File: config.mk
export PLATFORM = sky130hd
export DESIGN_NAME = pwm_cfg_sequencer_flat
export DESIGN_NICKNAME = d
export VERILOG_FILES = /design/src/rtl/pwm_cfg_pkg.sv /design/src/rtl/pwm_cfg_sequencer_if.sv /design/src/rtl/pwm_cfg_sequencer_apb3_wr_master.sv /design/src/rtl/pwm_cfg_sequencer.sv /design/src/flat_wrapper.sv
export SDC_FILE = /design/constraint.sdc
export NUM_CORES = 1
export LEC_CHECK = 0
export BUFFER_PORTS_ARGS = -buffer_cell sky130_fd_sc_hd__buf_2
export CAP_MARGIN = 30
export CORE_UTILIZATION = 27
export CTS_CLUSTER_SIZE = 25
export DETAILED_ROUTE_END_ITERATION = 8
export SLEW_MARGIN = 40
export SYNTH_ARGS = -nofsm -noshare
export SYNTH_HDL_FRONTEND = slang
export SYNTH_HIERARCHICAL = 1
export SYNTH_SLANG_ARGS = --single-unit
File: constraint.sdc
create_clock -name PCLK -period 3.65 [get_ports PCLK]
set_input_delay 0.1825 -clock PCLK [delete_from_list [all_inputs] [get_ports PCLK]]
set_output_delay 0.1825 -clock PCLK [all_outputs]
set_load 0.05 [all_outputs]
File: src/rtl/pwm_cfg_pkg.sv
// Shared types, CTRL/DUTY register layout and word formatting
// for the PWM configuration sequencer.
package pwm_cfg_pkg;

    typedef enum logic [1:0] {
        S_IDLE,
        S_SETUP,
        S_ACCESS,
        S_DONE
    } state_t;

    localparam logic [1:0] W0 = 2'd0;
    localparam logic [1:0] W1 = 2'd1;
    localparam logic [1:0] W2 = 2'd2;

    localparam int PERIOD_LSB = 16;
    localparam int PRESC_LSB  = 3;
    localparam int TMR_EN     = 2;
    localparam int PRE_EN     = 1;
    localparam int RST        = 0;

    localparam logic [31:0] OFS_CTRL = 32'd0;
    localparam logic [31:0] OFS_DUTY = 32'd1;

    localparam logic [1:0] ERR_OK  = 2'b00;
    localparam logic [1:0] ERR_SLV = 2'b01;
    localparam logic [1:0] ERR_TMO = 2'b10;

    typedef struct packed {
        logic [15:0] period;
        logic [15:0] duty;
        logic [4:0]  prescale;
        logic        pre_en;
        logic        tmr_en;
        logic        duty_only;
    } cfg_t;

    // The reset bit is never set: the timer must keep its count.
    function automatic logic [31:0] ctrl_word(cfg_t c, logic tmr);
        logic [31:0] w;
        w = '0;
        w[PERIOD_LSB +: 16] = c.period;
        w[PRESC_LSB +: 5]   = c.prescale;
        w[TMR_EN]           = tmr;
        w[PRE_EN]           = c.pre_en;
        w[RST]              = 1'b0;
        return w;
    endfunction

    function automatic logic [31:0] step_data(cfg_t c, logic [1:0] step);
        logic [31:0] w;
        w = '0;
        case (step)
            W0:      w = ctrl_word(c, 1'b0);
            W1:      w[15:0] = c.duty;
            W2:      w = ctrl_word(c, c.tmr_en);
            default: w = '0;
        endcase
        return w;
    endfunction

    function automatic logic [31:0] step_addr(logic [31:0] base, logic [1:0] step);
        return (step == W1) ? (base | OFS_DUTY) : (base | OFS_CTRL);
    endfunction

endpackage

File: src/rtl/pwm_cfg_sequencer_if.sv
// Core-side config handshake plus APB3 write port of the sequencer.
interface pwm_cfg_sequencer_if;
    logic        cfg_valid;
    logic        cfg_ready;
    logic [15:0] cfg_period;
    logic [15:0] cfg_duty;
    logic [4:0]  cfg_prescale;
    logic        cfg_pre_en;
    logic        cfg_tmr_en;
    logic        cfg_duty_only;
    logic        done_o;
    logic        err_o;
    logic [1:0]  err_code_o;
    logic [31:0] PADDR;
    logic        PSEL_pwm;
    logic        PENABLE;
    logic        PWRITE;
    logic [31:0] PWDATA;
    logic        PREADY;
    logic        PSLVERR;

    modport master (
        input  cfg_valid, cfg_period, cfg_duty, cfg_prescale,
        input  cfg_pre_en, cfg_tmr_en, cfg_duty_only,
        output cfg_ready, done_o, err_o, err_code_o,
        output PADDR, PSEL_pwm, PENABLE, PWRITE, PWDATA,
        input  PREADY, PSLVERR
    );

    modport slave (
        output cfg_valid, cfg_period, cfg_duty, cfg_prescale,
        output cfg_pre_en, cfg_tmr_en, cfg_duty_only,
        input  cfg_ready, done_o, err_o, err_code_o,
        input  PADDR, PSEL_pwm, PENABLE, PWRITE, PWDATA,
        output PREADY, PSLVERR
    );
endinterface

File: src/rtl/pwm_cfg_sequencer_apb3_wr_master.sv
// Single APB3 write engine: registered bus outputs, wait counter,
// and per-access completion (ok / slave error / timeout) flags.
module apb3_wr_master
    import pwm_cfg_pkg::*;
#(
    parameter int TIMEOUT = 16
) (
    input  logic        PCLK,
    input  logic        PRESETn,
    input  state_t      i_state,
    input  state_t      i_state_nxt,
    input  logic [31:0] i_addr,
    input  logic [31:0] i_data,
    input  logic        i_pready,
    input  logic        i_pslverr,
    output logic        o_ok,
    output logic        o_slverr,
    output logic        o_tmo,
    output logic        o_psel,
    output logic        o_penable,
    output logic        o_pwrite,
    output logic [31:0] o_paddr,
    output logic [31:0] o_pwdata
);
    localparam logic [7:0] WAIT_MAX = 8'(TIMEOUT);

    logic [7:0]  r_wait;
    logic        r_psel;
    logic        r_penable;
    logic [31:0] r_paddr;
    logic [31:0] r_pwdata;
    logic        w_access;

    assign w_access = (i_state == S_ACCESS);
    assign o_ok     = w_access && i_pready && !i_pslverr;
    assign o_slverr = w_access && i_pready && i_pslverr;
    // Fires on the TIMEOUT-th low-PREADY cycle of the access.
    assign o_tmo    = w_access && !i_pready
                      && (r_wait == WAIT_MAX - 8'd1);

    always_ff @(posedge PCLK) begin
        if (!PRESETn) begin
            r_wait    <= '0;
            r_psel    <= 1'b0;
            r_penable <= 1'b0;
            r_paddr   <= '0;
            r_pwdata  <= '0;
        end else begin
            r_psel    <= (i_state_nxt == S_SETUP)
                         || (i_state_nxt == S_ACCESS);
            r_penable <= (i_state_nxt == S_ACCESS);
            if (i_state_nxt == S_SETUP) begin
                r_paddr  <= i_addr;
                r_pwdata <= i_data;
            end
            if (i_state == S_SETUP) begin
                r_wait <= '0;
            end else if (w_access && !i_pready && r_wait != WAIT_MAX) begin
                r_wait <= r_wait + 8'd1;
            end
        end
    end

    assign o_psel    = r_psel;
    assign o_penable = r_penable;
    assign o_pwrite  = r_psel;
    assign o_paddr   = r_paddr;
    assign o_pwdata  = r_pwdata;

endmodule

File: src/rtl/pwm_cfg_sequencer.sv
// Captures one PWM configuration and replays it as the ordered
// CTRL(off) / DUTY / CTRL(final) APB write sequence.
module pwm_cfg_sequencer
    import pwm_cfg_pkg::*;
#(
    parameter logic [31:0] BASE_ADDR = 32'h0000_0000,
    parameter int          TIMEOUT   = 16
) (
    input logic                 PCLK,
    input logic                 PRESETn,
    pwm_cfg_sequencer_if.master bus
);
    state_t      r_state;
    state_t      w_state_nxt;
    logic [1:0]  r_step;
    logic [1:0]  w_step_nxt;
    logic [1:0]  r_err_code;
    logic [1:0]  w_err_nxt;
    cfg_t        r_cfg;
    cfg_t        w_cfg_in;
    cfg_t        w_cfg;
    logic        r_ready;
    logic        r_done;
    logic        r_err;
    logic        w_ok;
    logic        w_slverr;
    logic        w_tmo;
    logic        w_last;
    logic [31:0] w_addr;
    logic [31:0] w_data;
    logic        w_psel;
    logic        w_penable;
    logic        w_pwrite;
    logic [31:0] w_paddr;
    logic [31:0] w_pwdata;

    assign w_cfg_in = '{
        period:    bus.cfg_period,
        duty:      bus.cfg_duty,
        prescale:  bus.cfg_prescale,
        pre_en:    bus.cfg_pre_en,
        tmr_en:    bus.cfg_tmr_en,
        duty_only: bus.cfg_duty_only
    };

    // The first SETUP word is formatted from the live inputs.
    assign w_cfg  = (r_state == S_IDLE) ? w_cfg_in : r_cfg;
    assign w_last = r_cfg.duty_only || (r_step == W2);
    assign w_addr = step_addr(BASE_ADDR, w_step_nxt);
    assign w_data = step_data(w_cfg, w_step_nxt);

    always_comb begin
        w_state_nxt = r_state;
        w_step_nxt  = r_step;
        w_err_nxt   = r_err_code;
        case (r_state)
            S_IDLE: begin
                if (bus.cfg_valid) begin
                    w_state_nxt = S_SETUP;
                    w_step_nxt  = bus.cfg_duty_only ? W1 : W0;
                    w_err_nxt   = ERR_OK;
                end
            end
            S_SETUP: w_state_nxt = S_ACCESS;
            S_ACCESS: begin
                if (w_slverr) begin
                    w_state_nxt = S_DONE;
                    w_err_nxt   = ERR_SLV;
                end else if (w_ok && w_last) begin
                    w_state_nxt = S_DONE;
                end else if (w_ok) begin
                    w_state_nxt = S_SETUP;
                    w_step_nxt  = r_step + 2'd1;
                end else if (w_tmo) begin
                    w_state_nxt = S_DONE;
                    w_err_nxt   = ERR_TMO;
                end
            end
            S_DONE:  w_state_nxt = S_IDLE;
            default: w_state_nxt = S_IDLE;
        endcase
    end

    always_ff @(posedge PCLK) begin
        if (!PRESETn) begin
            r_state    <= S_IDLE;
            r_step     <= W0;
            r_cfg      <= '0;
            r_ready    <= 1'b1;
            r_done     <= 1'b0;
            r_err      <= 1'b0;
            r_err_code <= ERR_OK;
        end else begin
            r_state    <= w_state_nxt;
            r_step     <= w_step_nxt;
            if (r_state == S_IDLE && bus.cfg_valid) begin
                r_cfg <= w_cfg_in;
            end
            r_ready    <= (w_state_nxt == S_IDLE);
            r_done     <= (w_state_nxt == S_DONE);
            r_err      <= (w_state_nxt == S_DONE) && (w_err_nxt != ERR_OK);
            r_err_code <= w_err_nxt;
        end
    end

    apb3_wr_master #(
        .TIMEOUT (TIMEOUT)
    ) u_apb (
        .PCLK        (PCLK),
        .PRESETn     (PRESETn),
        .i_state     (r_state),
        .i_state_nxt (w_state_nxt),
        .i_addr      (w_addr),
        .i_data      (w_data),
        .i_pready    (bus.PREADY),
        .i_pslverr   (bus.PSLVERR),
        .o_ok        (w_ok),
        .o_slverr    (w_slverr),
        .o_tmo       (w_tmo),
        .o_psel      (w_psel),
        .o_penable   (w_penable),
        .o_pwrite    (w_pwrite),
        .o_paddr     (w_paddr),
        .o_pwdata    (w_pwdata)
    );

    assign bus.cfg_ready  = r_ready;
    assign bus.done_o     = r_done;
    assign bus.err_o      = r_err;
    assign bus.err_code_o = r_err_code;
    assign bus.PSEL_pwm   = w_psel;
    assign bus.PENABLE    = w_penable;
    assign bus.PWRITE     = w_pwrite;
    assign bus.PADDR      = w_paddr;
    assign bus.PWDATA     = w_pwdata;

endmodule

File: src/flat_wrapper.sv
// flat-port wrapper written by rule: the top's interface ports become plain ports
module pwm_cfg_sequencer_flat import pwm_cfg_pkg::*;
#(
    parameter logic [31:0] BASE_ADDR = 32'h0000_0000,
    parameter int          TIMEOUT   = 16
)
  (PCLK, PRESETn, bus_cfg_valid, bus_cfg_period, bus_cfg_duty, bus_cfg_prescale, bus_cfg_pre_en, bus_cfg_tmr_en, bus_cfg_duty_only, bus_cfg_ready, bus_done_o, bus_err_o, bus_err_code_o, bus_PADDR, bus_PSEL_pwm, bus_PENABLE, bus_PWRITE, bus_PWDATA, bus_PREADY, bus_PSLVERR);
  pwm_cfg_sequencer_if bus_i ();
  input logic PCLK;
  input logic PRESETn;
  input wire logic [$bits(bus_i.cfg_valid)-1:0] bus_cfg_valid;
  input wire logic [$bits(bus_i.cfg_period)-1:0] bus_cfg_period;
  input wire logic [$bits(bus_i.cfg_duty)-1:0] bus_cfg_duty;
  input wire logic [$bits(bus_i.cfg_prescale)-1:0] bus_cfg_prescale;
  input wire logic [$bits(bus_i.cfg_pre_en)-1:0] bus_cfg_pre_en;
  input wire logic [$bits(bus_i.cfg_tmr_en)-1:0] bus_cfg_tmr_en;
  input wire logic [$bits(bus_i.cfg_duty_only)-1:0] bus_cfg_duty_only;
  output wire logic [$bits(bus_i.cfg_ready)-1:0] bus_cfg_ready;
  output wire logic [$bits(bus_i.done_o)-1:0] bus_done_o;
  output wire logic [$bits(bus_i.err_o)-1:0] bus_err_o;
  output wire logic [$bits(bus_i.err_code_o)-1:0] bus_err_code_o;
  output wire logic [$bits(bus_i.PADDR)-1:0] bus_PADDR;
  output wire logic [$bits(bus_i.PSEL_pwm)-1:0] bus_PSEL_pwm;
  output wire logic [$bits(bus_i.PENABLE)-1:0] bus_PENABLE;
  output wire logic [$bits(bus_i.PWRITE)-1:0] bus_PWRITE;
  output wire logic [$bits(bus_i.PWDATA)-1:0] bus_PWDATA;
  input wire logic [$bits(bus_i.PREADY)-1:0] bus_PREADY;
  input wire logic [$bits(bus_i.PSLVERR)-1:0] bus_PSLVERR;
  assign bus_i.cfg_valid = bus_cfg_valid;
  assign bus_i.cfg_period = bus_cfg_period;
  assign bus_i.cfg_duty = bus_cfg_duty;
  assign bus_i.cfg_prescale = bus_cfg_prescale;
  assign bus_i.cfg_pre_en = bus_cfg_pre_en;
  assign bus_i.cfg_tmr_en = bus_cfg_tmr_en;
  assign bus_i.cfg_duty_only = bus_cfg_duty_only;
  assign bus_cfg_ready = bus_i.cfg_ready;
  assign bus_done_o = bus_i.done_o;
  assign bus_err_o = bus_i.err_o;
  assign bus_err_code_o = bus_i.err_code_o;
  assign bus_PADDR = bus_i.PADDR;
  assign bus_PSEL_pwm = bus_i.PSEL_pwm;
  assign bus_PENABLE = bus_i.PENABLE;
  assign bus_PWRITE = bus_i.PWRITE;
  assign bus_PWDATA = bus_i.PWDATA;
  assign bus_i.PREADY = bus_PREADY;
  assign bus_i.PSLVERR = bus_PSLVERR;
  pwm_cfg_sequencer #(.BASE_ADDR(BASE_ADDR), .TIMEOUT(TIMEOUT)) u_core (.PCLK(PCLK), .PRESETn(PRESETn), .bus(bus_i));
endmodule
==> results.txt <==
The total inserted antenna cells was 0; the area of the core was 20,300 um^2. The clock period minus final worst setup slack works out to 3.062 ns. Headroom to the max-slew limit came out at 59.98%. DRC violations left: 0.

The run gives 2.935 mW as the internal power component. Sequential cells were found to cover 43.98% of the synthesized design area. The clock passes through at most 2 buffers. The footprint of the multi-input gates was 3019 um^2; the via density per instance was 4.306. The run gives 0 ns as the setup TNS after final layout. The run gives 0 as the remaining global-route overflow. The finished layout cell area was 7192 um^2; the share of synthesized registers carrying an async set or reset was 0%.

Slack of the worst reg-to-reg path: 0.59 ns. The clock network burns 42.3% of the power. The number of antenna violations at the first check in global routing was 0. The arrival time of data at the critical path endpoint was 3.36 ns. By startpoint and endpoint, the worst setup path is classified as flip-flop to flip-flop. Clock-pin slew was measured on the worst setup and hold paths at 0.06 ns. Averaged over all synthesized cells, the footprint is 9.301 um^2.

Summing all placed instances gives a cell area of 6549 um^2. The count of hold buffers inserted by post-cts repair was 1. In this run the most used layer during global routing was met2.

Number of storage elements in the synthesis netlist: 123. TritonCTS built the clock tree. The logs give 13,210 um for the total length of routed wires and 8488 um for the HPWL reported at the end of detailed placement.

The level count of the clock H-tree was 4. Final number of hold-violating endpoints: 0. The final number of setup-violating endpoints is 0. Kind of end point of the critical path: a flip-flop. For this design, the slowest cell found on the critical path is sky130_fd_sc_hd__dfxtp_1. Critical path's top delay family: simple AND/OR/NAND/NOR gates. For this design the top-level I/O count stands at 117. In this design, the stage delay of the slowest critical-path cell is 0.64 ns.

The run gives 53 as the post-synthesis cell type count. Total power for the finished layout comes to 4.273 mW. The leakage power was 3.022 nW; the number of CTS-inserted buffers was 17. The switching power as a share of total power is 31.31%.

Category of the worst setup path launch point: a flip-flop. The filler cells instantiated in the layout total 2,142. The final max-slew violation count is 0. The clock tree root buffer cell was sky130_fd_sc_hd__clkbuf_16. Yosys printed 6 warnings.

The length of the first detailed-routing pass in iterations is 5, and the count of flip-flops with a built-in enable after synthesis is 0. The run gives 0 as the number of instances resized during post-cts repair. The initialized floorplan defines 52 standard-cell rows. The initial utilization of the core area, before any placement, comes to 27.58%. The global-route met2 utilization was 20.02%. The first global-routing pass estimated 21,250 um of wire.

The count of buffering cells on the critical path with inverters included is 1, and the sink count of the clock tree is 123. Vertical die dimension: 146.0 um. The worst-case reg-to-reg path depth is 8, and the fmax is 0.3265 GHz. Across the run, the number of max-cap violations was 0. VDD sags by at most 0.2893 mV. The mapped netlist covers 5599 um^2. Per report_power, the sequential group accounts for 35.4% of the total. For the required time of the critical path, the log shows 3.95 ns.

Combinational cells account for 22.3% of the total power. For the final estimated routing congestion in global placement, the log shows 0.6891. Setup repair after global routing left no endpoint under its margin. The tools report the largest net degree at the start of global routing as 66. The run finished with clean final reports.

The critical path goes through nand4bb_1 > nor4_1 > nor2_1 > a21oi_1 > ha_4 > buf_12 > mux2i_1 > nor2b_1. The logs give 21,320 um^2 for the area of the die and 785 for the post-layout net count. The number of instances in the synthesized netlist is 602.

Dividing the detail-routed wire length by the instance count gives 12.98 um. Maximum fanout along the worst path: 35. The fraction of layout instances using a drive strength above 1 came out at 26.60%. The count of input and output buffers was 116. The run gives 2462 um^2 as the combined flip-flop and latch cell area.

Once the clock tree was built, the setup fixing pass inserted 0 buffers. For met1 alone, demand over resource in global routing was 16.45%. The die is 146.0 um wide. In this run the power density over the cells is 594.1 nW/um^2. Global routing used 12.76% of the available tracks.

At the pin with the least slew margin, the transition time is 0.6003 ns. Summed over all nets, the switching power comes to 1.338 mW. Path type of the worst min-delay path: primary input to flip-flop. The number of cells on the worst hold path came out at 3. The portion of the clock cycle consumed by the worst path in the final layout was 83.90%; the routed via count was 4,383.

The clock reaches the later pin of the worst-skew pair after 0.41 ns. For the global-route track usage on met3, the log shows 3.417%. Between clock sinks in the finished design, the worst skew comes to 0.009126 ns. The flip-flop cell with the highest count after synthesis was sky130_fd_sc_hd__dfxtp_1. The count of nets left with antenna violations once routing finished came out at 0.

The critical path runs through a total of 8 cells. Synthesis-to-layout area growth: 28.45%. The number of global-route vias before repair is 4,118. The count of routing violations after the opening detailed-route iteration came out at 207.
## path summary, 6_finish.rpt
path,to,from
setup / recovery,u_core/u_apb/o_paddr[15],u_core/r_state[1]
hold / removal,u_core/r_cfg[12],bus_cfg_duty[4]
setup reg to reg,u_core/u_apb/o_paddr[15],u_core/r_state[1]
hold reg to reg,u_core/r_cfg[22],u_core/r_cfg[22]
## cell families (layout without fill, tap and decap cells)
| kind of cell | after synthesis | after routing | synth area share (%) |
|---|---|---|---|
| fa+ha+maj | 5 | 5 | 1.117 |
| compound gates | 97 | 97 | 14.26 |
| other cells | 1 | 31 | 0.06697 |
| flops | 123 | 123 | 43.98 |
| buf+inv | 51 | 167 | 4.581 |
| simple gates | 246 | 246 | 21.88 |
| mux | 79 | 79 | 14.12 |
## stage by stage
stage / hold WS (ns) / cells / setup WS, ns / util (%)
4_1_cts: 0.0002263 / 1018 / 0.6286 / 35.43
2_1_floorplan: 0.3274 / 632 / 1.267 / -
3_3_place_gp: 0.4454 / 984 / 0.6777 / 32.17
3_5_place_dp: 0.4523 / 985 / 0.6327 / 32.26
5_1_grt: 0.01301 / 1018 / 0.2802 / 35.43
6_report: 0.02638 / 1018 / 0.5875 / 35.43
## Yosys cell counts (all sizes together), types with 4 or more instances
| cell | instances | area (um^2) |
|---|---|---|
| nor3b | 4 | 35.03 |
| ha | 5 | 62.56 |
| mux2i | 79 | 790.8 |
| nor2b | 66 | 412.9 |
| a21oi | 32 | 254.0 |
| buf | 19 | 131.4 |
| nand3 | 4 | 20.02 |
| a21boi | 40 | 300.3 |
| inv | 9 | 33.78 |
| o21ai | 4 | 20.02 |
| nor2 | 4 | 15.01 |
| and2 | 6 | 38.79 |
| o22ai | 6 | 62.56 |
| dfxtp | 123 | 2462 |
| clkbuf | 22 | 82.58 |
| nand2 | 138 | 518.0 |
## power by group through the flow
stage | Combinational, mW | Sequential [mW] | Clock (mW)
after floorplan | 0.494 | 1.78 | 0
after global placement | 0.950 | 1.54 | 0
after detailed placement | 0.961 | 1.54 | 0
after CTS | 0.962 | 1.51 | 1.87
after global routing | 1.03 | 1.53 | 1.92
final | 0.951 | 1.51 | 1.81
## sequential cells by signal (all words and copies together), names as in the netlist
name                    flops
u_core/u_apb/o_psel         1
u_core/bus.done_o           1
u_core/r_step               2
u_core/r_cfg               40
u_core/u_apb/o_paddr       32
u_core/bus.err_code_o       2
u_core/r_state              2
u_core/u_apb/o_pwdata      32
u_core/bus.err_o            1
u_core/u_apb/o_penable      1
u_core/bus.cfg_ready        1
u_core/u_apb/r_wait         8
## worst min-delay path, cell delays in order
cell and delay, ns:
sky130_fd_sc_hd__buf_2 0.10, sky130_fd_sc_hd__nand2_1 0.04, sky130_fd_sc_hd__a21boi_0 0.06
## metal layers
metal  vias up  part of all wire, %
li1       2255                    -
met5         -                    0
met2        85                   45
met4         0                  1.3
met1      2031                   50
met3        12                  3.8
## layout by cell type (no fill, tap or decap), types with 7 or more instances in the layout
cell,netlist,final
sky130_fd_sc_hd__clkbuf_16,0,17
sky130_fd_sc_hd__a21boi_0,40,40
sky130_fd_sc_hd__nand2_1,138,138
sky130_fd_sc_hd__buf_2,12,115
sky130_fd_sc_hd__conb_1,1,31
sky130_fd_sc_hd__mux2i_1,79,79
sky130_fd_sc_hd__a21oi_2,25,25
sky130_fd_sc_hd__dfxtp_1,123,123
sky130_fd_sc_hd__inv_1,8,8
sky130_fd_sc_hd__nor2b_1,66,66
sky130_fd_sc_hd__a21oi_1,7,7
## final cells by class
cell class	instances	share of cell area [%]
Clock buffer	18	6.106
Tap cell	270	4.697
Sequential cell	123	34.24
Timing Repair Buffer	126	9.812
Multi-Input combinational cell	458	41.98
Clock inverter	14	2.697
Inverter	9	0.4697
(Power assumes the default switching activity.)
